File: src/rtl/switch_selection_decoder_if.sv
// Code-word stream from the selection FSM plus the decoder's status outputs.
// The master drives codes in; the slave decodes them and reports lock and error status.
interface switch_selection_decoder_if;
    logic [15:0] code_in;
    logic        code_valid;
    logic [31:0] sel_out;
    logic        sel_valid;
    logic        locked;
    logic        error_flag;
    logic [15:0] match_count;
    logic [15:0] error_count;

    modport master (
        output code_in, code_valid,
        input  sel_out, sel_valid, locked, error_flag, match_count, error_count
    );

    modport slave (
        input  code_in, code_valid,
        output sel_out, sel_valid, locked, error_flag, match_count, error_count
    );
endinterface

File: src/rtl/switch_selection_decoder.sv
// Decodes the two-way selection code stream back to a selector value, checks that
// selections strictly alternate, tracks lock and keeps saturating match/error counts.
module switch_selection_decoder #(
    parameter logic [15:0] CODE0      = 16'h0123,
    parameter logic [15:0] CODE1      = 16'h0ABC,
    parameter int          LOCK_COUNT = 2
) (
    input  logic                          clk,
    input  logic                          reset,
    switch_selection_decoder_if.slave     bus
);

    typedef enum logic [1:0] {
        ST_INIT   = 2'd0,
        ST_TRACK  = 2'd1,
        ST_LOCKED = 2'd2
    } state_t;

    localparam logic [7:0] LOCK_TARGET = 8'(LOCK_COUNT);

    state_t      state_q, state_d;
    logic [7:0]  run_q, run_d;
    logic        expected_q, expected_d;
    logic [31:0] sel_out_q, sel_out_d;
    logic        sel_valid_q, sel_valid_d;
    logic        locked_q, locked_d;
    logic        error_flag_q, error_flag_d;
    logic [15:0] match_count_q, match_count_d;
    logic [15:0] error_count_q, error_count_d;

    logic        code_known;
    logic        code_sel;
    logic [7:0]  run_plus;

    assign code_known = (bus.code_in == CODE0) || (bus.code_in == CODE1);
    assign code_sel   = (bus.code_in == CODE1);
    // run only grows while in TRACK, which is left once it reaches LOCK_TARGET (<= 255)
    assign run_plus   = run_q + 8'd1;

    always_comb begin
        state_d       = state_q;
        run_d         = run_q;
        expected_d    = expected_q;
        sel_out_d     = sel_out_q;
        sel_valid_d   = 1'b0;
        locked_d      = locked_q;
        error_flag_d  = 1'b0;
        match_count_d = match_count_q;
        error_count_d = error_count_q;

        if (bus.code_valid) begin
            if (code_known) begin
                sel_out_d   = {31'd0, code_sel};
                sel_valid_d = 1'b1;
            end

            if (!code_known) begin
                error_flag_d = 1'b1;
                if (error_count_q != 16'hFFFF) begin
                    error_count_d = error_count_q + 16'd1;
                end
                locked_d = 1'b0;
                run_d    = 8'd0;
                state_d  = ST_INIT;
            end else if (state_q == ST_INIT) begin
                expected_d = !code_sel;
                run_d      = 8'd1;
                if (LOCK_COUNT == 1) begin
                    locked_d = 1'b1;
                    state_d  = ST_LOCKED;
                end else begin
                    state_d  = ST_TRACK;
                end
            end else if (code_sel == expected_q) begin
                expected_d = !expected_q;
                if (match_count_q != 16'hFFFF) begin
                    match_count_d = match_count_q + 16'd1;
                end
                if (state_q == ST_TRACK) begin
                    run_d = run_plus;
                    // >= so a LOCK_COUNT of 1 still locks after a repeat-restart
                    if (run_plus >= LOCK_TARGET) begin
                        locked_d = 1'b1;
                        state_d  = ST_LOCKED;
                    end
                end
            end else begin
                // Repeated selection: this code restarts the run as a new first code
                error_flag_d = 1'b1;
                if (error_count_q != 16'hFFFF) begin
                    error_count_d = error_count_q + 16'd1;
                end
                locked_d   = 1'b0;
                expected_d = !code_sel;
                run_d      = 8'd1;
                state_d    = ST_TRACK;
            end
        end
    end

    always_ff @(posedge clk) begin
        if (reset) begin
            state_q       <= ST_INIT;
            run_q         <= 8'd0;
            expected_q    <= 1'b0;
            sel_out_q     <= 32'd0;
            sel_valid_q   <= 1'b0;
            locked_q      <= 1'b0;
            error_flag_q  <= 1'b0;
            match_count_q <= 16'd0;
            error_count_q <= 16'd0;
        end else begin
            state_q       <= state_d;
            run_q         <= run_d;
            expected_q    <= expected_d;
            sel_out_q     <= sel_out_d;
            sel_valid_q   <= sel_valid_d;
            locked_q      <= locked_d;
            error_flag_q  <= error_flag_d;
            match_count_q <= match_count_d;
            error_count_q <= error_count_d;
        end
    end

    assign bus.sel_out     = sel_out_q;
    assign bus.sel_valid   = sel_valid_q;
    assign bus.locked      = locked_q;
    assign bus.error_flag  = error_flag_q;
    assign bus.match_count = match_count_q;
    assign bus.error_count = error_count_q;

endmodule

File: src/flat_wrapper.sv
// flat-port wrapper written by rule: the top's interface ports become plain ports
module switch_selection_decoder_flat 
#(
    parameter logic [15:0] CODE0      = 16'h0123,
    parameter logic [15:0] CODE1      = 16'h0ABC,
    parameter int          LOCK_COUNT = 2
)
  (clk, reset, bus_code_in, bus_code_valid, bus_sel_out, bus_sel_valid, bus_locked, bus_error_flag, bus_match_count, bus_error_count);
  switch_selection_decoder_if bus_i ();
  input  logic clk;
  input  logic reset;
  input wire logic [$bits(bus_i.code_in)-1:0] bus_code_in;
  input wire logic [$bits(bus_i.code_valid)-1:0] bus_code_valid;
  output wire logic [$bits(bus_i.sel_out)-1:0] bus_sel_out;
  output wire logic [$bits(bus_i.sel_valid)-1:0] bus_sel_valid;
  output wire logic [$bits(bus_i.locked)-1:0] bus_locked;
  output wire logic [$bits(bus_i.error_flag)-1:0] bus_error_flag;
  output wire logic [$bits(bus_i.match_count)-1:0] bus_match_count;
  output wire logic [$bits(bus_i.error_count)-1:0] bus_error_count;
  assign bus_i.code_in = bus_code_in;
  assign bus_i.code_valid = bus_code_valid;
  assign bus_sel_out = bus_i.sel_out;
  assign bus_sel_valid = bus_i.sel_valid;
  assign bus_locked = bus_i.locked;
  assign bus_error_flag = bus_i.error_flag;
  assign bus_match_count = bus_i.match_count;
  assign bus_error_count = bus_i.error_count;
  switch_selection_decoder #(.CODE0(CODE0), .CODE1(CODE1), .LOCK_COUNT(LOCK_COUNT)) u_core (.clk(clk), .reset(reset), .bus(bus_i));
endmodule
File: config.mk
export PLATFORM = sky130hd
export DESIGN_NAME = switch_selection_decoder_flat
export DESIGN_NICKNAME = d
export VERILOG_FILES = /design/src/rtl/switch_selection_decoder_if.sv /design/src/rtl/switch_selection_decoder.sv /design/src/flat_wrapper.sv
export SDC_FILE = /design/constraint.sdc
export NUM_CORES = 1
export LEC_CHECK = 0
export BUFFER_PORTS_ARGS = -buffer_cell sky130_fd_sc_hd__buf_2
export CAP_MARGIN = 20
export CORE_AREA = 5 5 83 85
export DETAILED_ROUTE_END_ITERATION = 8
export DIE_AREA = 0 0 88 90
export PLACE_DENSITY_LB_ADDON = 0.25
export SYNTH_ARGS = -nofsm -noshare
export SYNTH_HDL_FRONTEND = slang
export SYNTH_SLANG_ARGS = --single-unit
File: constraint.sdc
create_clock -name clk -period 3.65 [get_ports clk]
set_input_delay 0.1825 -clock clk [delete_from_list [all_inputs] [get_ports clk]]
set_output_delay 0.1825 -clock clk [all_outputs]
set_load 0.1 [all_outputs]
Word level (Yosys, flattened, before mapping) --
Index checks and enable logic that the tools add are counted. Widths: inputs -> output; s select.
Operators by class: bitwise logic cells 2, reduce and logical (&&, ||, !) cells 11, add/sub/neg operators 3, order comparisons 1, multiplexer cells 24, equal/unequal tests 12
Operators by type and width (number):
- $mux 16 | 4
- $add 16x1->16 const B | 2
- $mux 8 | 4
- $ne 16x16->1 const B | 2
- $eq 16x12->1 const B | 1
- $eq 16x9->1 const B | 1
- $mux 1 | 11
- $mux 2 | 5
- $add 8x1->8 const B | 1
- $ge 8x2->1 const B | 1
- $ne 4x4->1 const B | 2
- $ne 3x3->1 const B | 2
- $reduce_and 3->1 | 2
- $reduce_and 5->1 | 1
- $ne 2x2->1 const B | 2
- $reduce_and 2->1 | 2
- $reduce_and 4->1 | 1
- $eq 2x1->1 const B | 1
- $logic_not 1->1 | 2
- $logic_not 2->1 | 1
- $not 1->1 | 2
- $reduce_or 2->1 | 1
- $eq 1x1->1 | 1
- $logic_or 1x1->1 | 1
Word-level totals: logic and storage cells 62, output and inout bits 67, flip-flop bits (word level) 47, input port bits 19

Depth between registers and ports, before layout --
Gate-level depths: netlist (run 1).
word-level depth 7, depth in mapped cells 12, gate-level depth less buffers 10

Least setup slack after synthesis (run 1) --
Ideal clock, no wire load.
path kind input to register, start point input port bus_code_in[8], end point register u_core.match_count_q[12], in the netlist u_core.bus.match_count[12], setup slack 0.739 ns, data required time 3.529 ns, arrival time 2.790 ns, buffers on the path 1, cell stages on the path 11, library setup time 0.121 ns, cells stage by stage and4b_1 -> nand4_1 -> nor2_1 -> inv_1 -> ha_1 -> o21ba_2 -> nand2_1 -> a21o_1 -> clkbuf_1 -> nor4_1 -> mux2_2
On the way: cells in the longest elaborated chain, start to end 3, elaborated cells between the ends (all ways) 5, classes of those cells eq/ne: 3; reduce/logical: 2
Ends and longest elaborated chain:
- start, declared | RTL line flat_wrapper.sv:12 | input wire logic [$bits(bus_i.code_in)-1:0] bus_code_in;
- $eq 16x12->1 / $eq 16x9->1 (equally long branches) | RTL line switch_selection_decoder.sv:35, switch_selection_decoder.sv:36
- $eq 1x1->1 / $logic_or 1x1->1 (equally long branches) | RTL line switch_selection_decoder.sv:74, switch_selection_decoder.sv:35
- $reduce_and 5->1 (no line) *
- end signal, assigned | RTL line switch_selection_decoder.sv:120 | match_count_q <= match_count_d;
- end, declared | RTL line switch_selection_decoder.sv:28 | logic [15:0] match_count_q, match_count_d;
Mark *: on every way between the ends. The rest lies on a longest branch, timed or not. A chain may end at the register's enable or synchronous reset.

Worst setup path in the final report (run 1) --
start point input port bus_code_in[13], end point register u_core.match_count_q[5], in the netlist u_core.bus.match_count[5]
Same word-level chain as after synthesis.

==> run_results.csv, run 1 <==
group,metric,value,unit
outcome,status,"complete, no violations",
synthesis,synth.most_common_cell,"dfxtp_1",
clock_network,cts_inserted_buffers,5,
drt,wl_per_cell,13.8,um
setup_path,cp.required,3.85,ns
synthesis,yosysWarnings,0,
global_route,grt_pass1_vias,2486,
clock_network,clk_pin_slew,0.09,ns
synthesis,ys_seq_elements,47,
drt,wirelength,6.73,mm
pwr,peakVddDrop,0.212,mV
pwr,clock_power_share,39.1,%
synthesis,synth_largest_area_cell,"dfxtp_1",
drt,dr_total_vias,2745,
pwr,p_per_area,357,nW/um^2
placement,dp_cells,480,
sta,whs,0.281,ns
synthesis,syn_avg_cell_area,8.09,um^2
placement,gp_congestion,0.773,
pwr,comb_power_share,16.6,%
floorplan,start_util,48.1,%
synthesis,synth_edf_count,0,
drt,avgViaCountPerCell,5.63,
global_route,grt_pass1_wl,11.7,mm
sta,setup_viol,0,
clock_network,cts_sinks,47,
pwr,internal_power,803,uW
job,cap_violations,0,
sta,finalCritPeriodShare,72.9,%
floorplan,fp.dieH,90,um
pwr,pwr-share-seq,44.2,%
synthesis,yosys-top-cells-area,"dfxtp_1, buf_4, a21oi_1",
setup_path,arrival,2.86,ns
drt,antenna_left,0,
clock_network,cts_hold_buf,0,
synthesis,synth_ff_type,"dfxtp_1",
floorplan,dieWidth,88,um
floorplan,rows,29,
finish,drive_gt1_share,21.2,%
synthesis,synthArstFlopShare,0,%
global_route,grt_antenna_before_repair,0,
setup_path,path_class,"in -> reg",
clock_network,clk_latency,0.30,ns
sta,finalMaxSlewViolations,0,
finish,fin_area,3270,um^2
clock_network,post_cts_buffers,0,
setup_path,slowest_delay,0.41,ns
pwr,switching_share,31.3,%
clock_network,cts_resized,0,
sta,tightest_slew,0.694,ns
clock_network,root_buffer,"clkbuf_8",
drt,drtIter0Drc,173,
floorplan,fp.coreArea,6130,um^2
sta,min_period,2.66,ns
drt,drc,0,
synthesis,synth_common_cells,"dfxtp_1, buf_4, a21oi_1",
finish,num_antenna_cells,0,
sta,max_freq,376,MHz
setup_path,path_cells,"buf_2 -> nor4_1 -> nand3_1 -> nor2_1 -> inv_1 -> ha_1 -> o21ba_2 -> nand2_1 -> a21o_1 -> nor4_1 -> mux2_2",
placement,io_buffer_count,54,
setup_path,startpoint_type,"primary input",
placement,place_area,3140,um^2
sta,rsz0062_at_grt,"false",
clock_network,htreeDepth,2,
pwr,p_total,1.17,mW
synthesis,yosysUniqueCellTypes,51,
clock_network,clk_path_buf_depth,2,
synthesis,syn_area,2950,um^2
setup_path,worst_setup_path_end_kind,"flip-flop",
synthesis,ys_seq_area_share,31.9,%
sta,fin_worst_skew,0.00808,ns
global_route,grt_max_degree,37,
finish,final_nets,435,
finish,area.growth.synth_to_final,10.9,%
setup_path,slowest_stage,"a21o_1",
clock_network,cts_tree,"built",
placement,hpwlAfterDp,4.83,mm
global_route,overflow,0,
synthesis,synth_cells,365,
synthesis,synth_top_area_share,31.9,%
min_path,min_path_type,"in -> reg",
floorplan,die_area,7920,um^2
finish,fill_cells,599,
drt,first_pass_iters,5,
sta,hold_viol,0,
setup_path,crit_top_cell,"nor4_1",
sta,max_slew_margin,53.7,%
global_route,track_usage,17.7,%
pwr,p_leak,1.23,nW
setup_path,crit_fanout,25,
pwr,switchingPower,365,uW
finish,finalNonFillerCells,488,
sta,setup_tns,0,ns
floorplan,io_pins,86,
[routing by layer]
layer / part of all wire [%] / up-vias / global-route usage (%) / wire, um
met4: 0.80 / 0 / 4.35 / 54
met1: 44 / 1278 / 23.2 / 2940
met5: 0 / - / 0 / 0
li1: - / 1385 / - / -
met3: 6.4 / 6 / 3.20 / 434
met2: 49 / 76 / 29.6 / 3310
[power by group through the flow]
stage               clock network, mW  registers, mW  logic (mW)
finish                          0.457          0.517       0.194
global route                    0.492          0.517       0.203
CTS                             0.467          0.517       0.194
detailed placement                  0          0.529       0.194
global placement                    0          0.529       0.193
floorplan                           0          0.545       0.185
[flip-flops by register name (all words and copies together), names as in the netlist]
register                cells
u_core.bus.sel_valid        1
u_core.bus.sel_out          1
u_core.expected_q           1
u_core.run_q                8
u_core.bus.error_count     16
u_core.bus.error_flag       1
u_core.bus.locked           1
u_core.bus.match_count     16
u_core.state_q              2
[through the flow]
stage | utilization, % | worst slack, ns
after floorplan | - | 0.739
after global placement | 51.2 | 0.784
after detailed placement | 51.2 | 0.678
after CTS | 53.4 | 1.00
after global routing | 53.4 | 0.748
final | 53.4 | 0.987
[cell type report]
| type | instances | area, um^2 | area share, % |
|---|---|---|---|
| inverters | 12 | 45.0 | 1.38 |
| clock inverters | 3 | 67.6 | 2.06 |
| clock buffers | 5 | 68.8 | 2.10 |
| well taps | 77 | 96.3 | 2.94 |
| flip-flops and latches | 47 | 941 | 28.7 |
| multi-input cells | 285 | 1750 | 53.4 |
| repair buffers | 59 | 308 | 9.40 |
[cells in the final DEF (no fill, tap or decap), types with 5 or more instances in the layout]
| cell | count |
|---|---|
| nand4_1 | 10 |
| ha_1 | 6 |
| o21ai_0 | 14 |
| inv_1 | 12 |
| nand2_1 | 21 |
| dfxtp_1 | 47 |
| o31ai_1 | 18 |
| nor4_1 | 7 |
| or4_1 | 19 |
| nand3_1 | 21 |
| clkbuf_8 | 5 |
| buf_4 | 5 |
| nor2b_1 | 9 |
| mux2_2 | 9 |
| a21oi_1 | 32 |
| or2_2 | 5 |
| buf_2 | 54 |
| nor3_1 | 9 |
| nor2_1 | 23 |
| conb_1 | 31 |
| or3_1 | 5 |
[critical path: cells and delay by family]
| kind | cells | cell delay, ns |
|---|---|---|
| buffers and inverters | 2 | 0.18 |
| muxes | 1 | 0.36 |
| AOI/OAI and AO/OA | 2 | 0.72 |
| and+or+nand+nor | 5 | 1.03 |
| adders and majority gates | 1 | 0.38 |
[worst paths after layout]
| check | slack, ns | end | depth (start not counted) | startpoint |
|---|---|---|---|---|
| max reg2reg | 1.29 | u_core.bus.match_count[5] | 7 | u_core.expected_q |
| min reg2reg | 0.47 | u_core.bus.locked | 2 | u_core.bus.locked |
| max | 0.99 | u_core.bus.match_count[5] | 11 | bus_code_in[13] |
| min | 0.28 | u_core.bus.sel_out[0] | 3 | bus_code_valid |
[cells by family after synthesis]
| logic type | share of synthesized area, % |
|---|---|
| AO/OA/AOI/OAI | 21.8 |
| XOR/XNOR | 0.594 |
| adder cells (fa/ha/maj) | 2.54 |
| buffers and inverters | 12.8 |
| flip-flops | 31.9 |
| multiplexers | 3.43 |
| other | 0.127 |
| AND/OR/NAND/NOR | 26.9 |
(Power assumes the default switching activity.)
==> inputs of run 2 (changes only) <==
clock period = 2.65 ns   (was 3.65 ns; I/O delays follow)
==> run 2 against run 1 <==
Global-route usage is 0.52 points lower; wire length rose by 0.50%; flip-flop and latch count unchanged; critical path depth down 5; highest routed layer unchanged; largest cell class unchanged.
==> run_results.csv, run 2 (synthesis gave the netlist of run 1 again) <==
group,metric,value,unit
outcome,status,"complete, no violations",
drt,dr_total_vias,2759,
sta,fin_worst_skew,0.00436,ns
pwr,switching_share,34.9,%
clock_network,cts_inserted_buffers,5,
sta,max_slew_margin,61.0,%
setup_path,slowest_delay,0.71,ns
pwr,clock_power_share,30.0,%
sta,hold_viol,0,
floorplan,start_util,48.1,%
drt,wl_per_cell,13.8,um
clock_network,clk_latency,0.29,ns
clock_network,clk_pin_slew,0.09,ns
finish,multi_input_area,1780,um^2
pwr,comb_power_share,19.2,%
placement,gp_congestion,0.795,
drt,wirelength,6.77,mm
sta,setup_viol,0,
finish,ff_latch_area,943,um^2
finish,area.growth.synth_to_final,12.3,%
drt,drtIter0Drc,230,
finish,finalNonFillerCells,492,
pwr,internal_power,911,uW
floorplan,die_area,7920,um^2
drt,avgViaCountPerCell,5.61,
setup_path,startpoint_type,"primary input",
clock_network,cts_resized,0,
global_route,grt_pass1_wl,11.3,mm
setup_path,cp_top_family,"simple AND/OR/NAND/NOR gates",
global_route,overflow,0,
floorplan,fp.dieH,90,um
placement,hpwlAfterDp,4.90,mm
drt,antenna_left,0,
finish,layout_common_cells,"buf_2, dfxtp_1, a21oi_1",
pwr,switchingPower,489,uW
setup_path,arrival,2.56,ns
placement,dp_cells,485,
setup_path,timing.critical_path.buf_inv,1,
global_route,grt_max_degree,29,
setup_path,worst_setup_path_end_kind,"flip-flop",
clock_network,cts_hold_buf,0,
setup_path,slowest_stage,"or4_1",
setup_path,crit_fanout,26,
sta,tightest_slew,0.582,ns
placement,io_buffer_count,54,
clock_network,cts_tree,"built",
sta,min_period,2.36,ns
pwr,peakVddDrop,0.288,mV
sta,setup_tns,0,ns
floorplan,io_pins,86,
drt,first_pass_iters,4,
clock_network,post_cts_buffers,0,
global_route,track_usage,17.2,%
clock_network,clk_path_buf_depth,2,
pwr,p_leak,1.24,nW
job,cap_violations,0,
finish,drive_gt1_share,23.6,%
clock_network,root_buffer,"clkbuf_8",
sta,rsz0062_at_grt,"false",
clock_network,cts_sinks,47,
setup_path,path_cells,"buf_2 -> or4b_1 -> or4_1 -> a21o_4 -> nor4_1 -> mux2_2",
clock_network,htreeDepth,2,
pwr,p_total,1.40,mW
finish,final_common_cell,"buf_2",
pwr,pwr-share-seq,50.8,%
min_path,min_path_type,"in -> reg",
floorplan,fp.coreArea,6130,um^2
drt,drc,0,
setup_path,path_class,"in -> reg",
global_route,grt_antenna_before_repair,0,
finish,final_nets,440,
finish,num_antenna_cells,0,
finish,fill_cells,599,
global_route,grt_pass1_vias,2468,
pwr,p_per_area,422,nW/um^2
floorplan,rows,29,
setup_path,cp.required,2.84,ns
finish,final_util,54.1,%
sta,max_freq,423,MHz
sta,finalCritPeriodShare,89.2,%
floorplan,dieWidth,88,um
sta,finalMaxSlewViolations,0,
## run 2: per-layer routing
layer / vias up / track usage (%) / wire, um
li1: 1394 / - / -
met1: 1288 / 22.0 / 3020
met2: 73 / 29.1 / 3250
met3: 4 / 3.75 / 455
met4: 0 / 3.71 / 39
met5: - / 0 / 0
## run 2: stage by stage
step | area (um^2) | hold WS [ns] | setup slack, ns
after global placement | 3230 | 0.440 | 0.0419
after floorplan | 3110 | 0.376 | -0.00795
final | 3310 | 0.161 | 0.286
after detailed placement | 3230 | 0.456 | -0.0317
after CTS | 3310 | 0.160 | 0.282
after global routing | 3310 | 0.164 | 0.0890
## run 2: cell type report
type                            count  area share [%]
Multi-Input combinational cell    285            53.6
Sequential cell                    47            28.5
Timing Repair Buffer               64            11.2
Tap cell                           77            2.91
Clock buffer                        5            2.08
Inverter                           12            1.36
Clock inverter                      2           0.415
## run 2: path summary, 6_finish.rpt
check             slack, ns             startpoint                          to  cells after the start
setup / recovery       0.29         bus_code_in[2]  u_core.bus.match_count[10]                      6
hold / removal         0.16                  reset   u_core.bus.error_count[6]                      2
setup reg to reg       0.45      u_core.expected_q   u_core.bus.match_count[8]                      8
hold reg to reg        0.46  u_core.bus.sel_out[0]       u_core.bus.sel_out[0]                      2
## run 2: power groups by stage
stage	registers (mW)	logic (mW)	clock network, mW
final	0.711	0.269	0.420
after global routing	0.712	0.279	0.475
after CTS	0.711	0.268	0.436
after detailed placement	0.728	0.268	0
after global placement	0.728	0.266	0
after floorplan	0.751	0.254	0
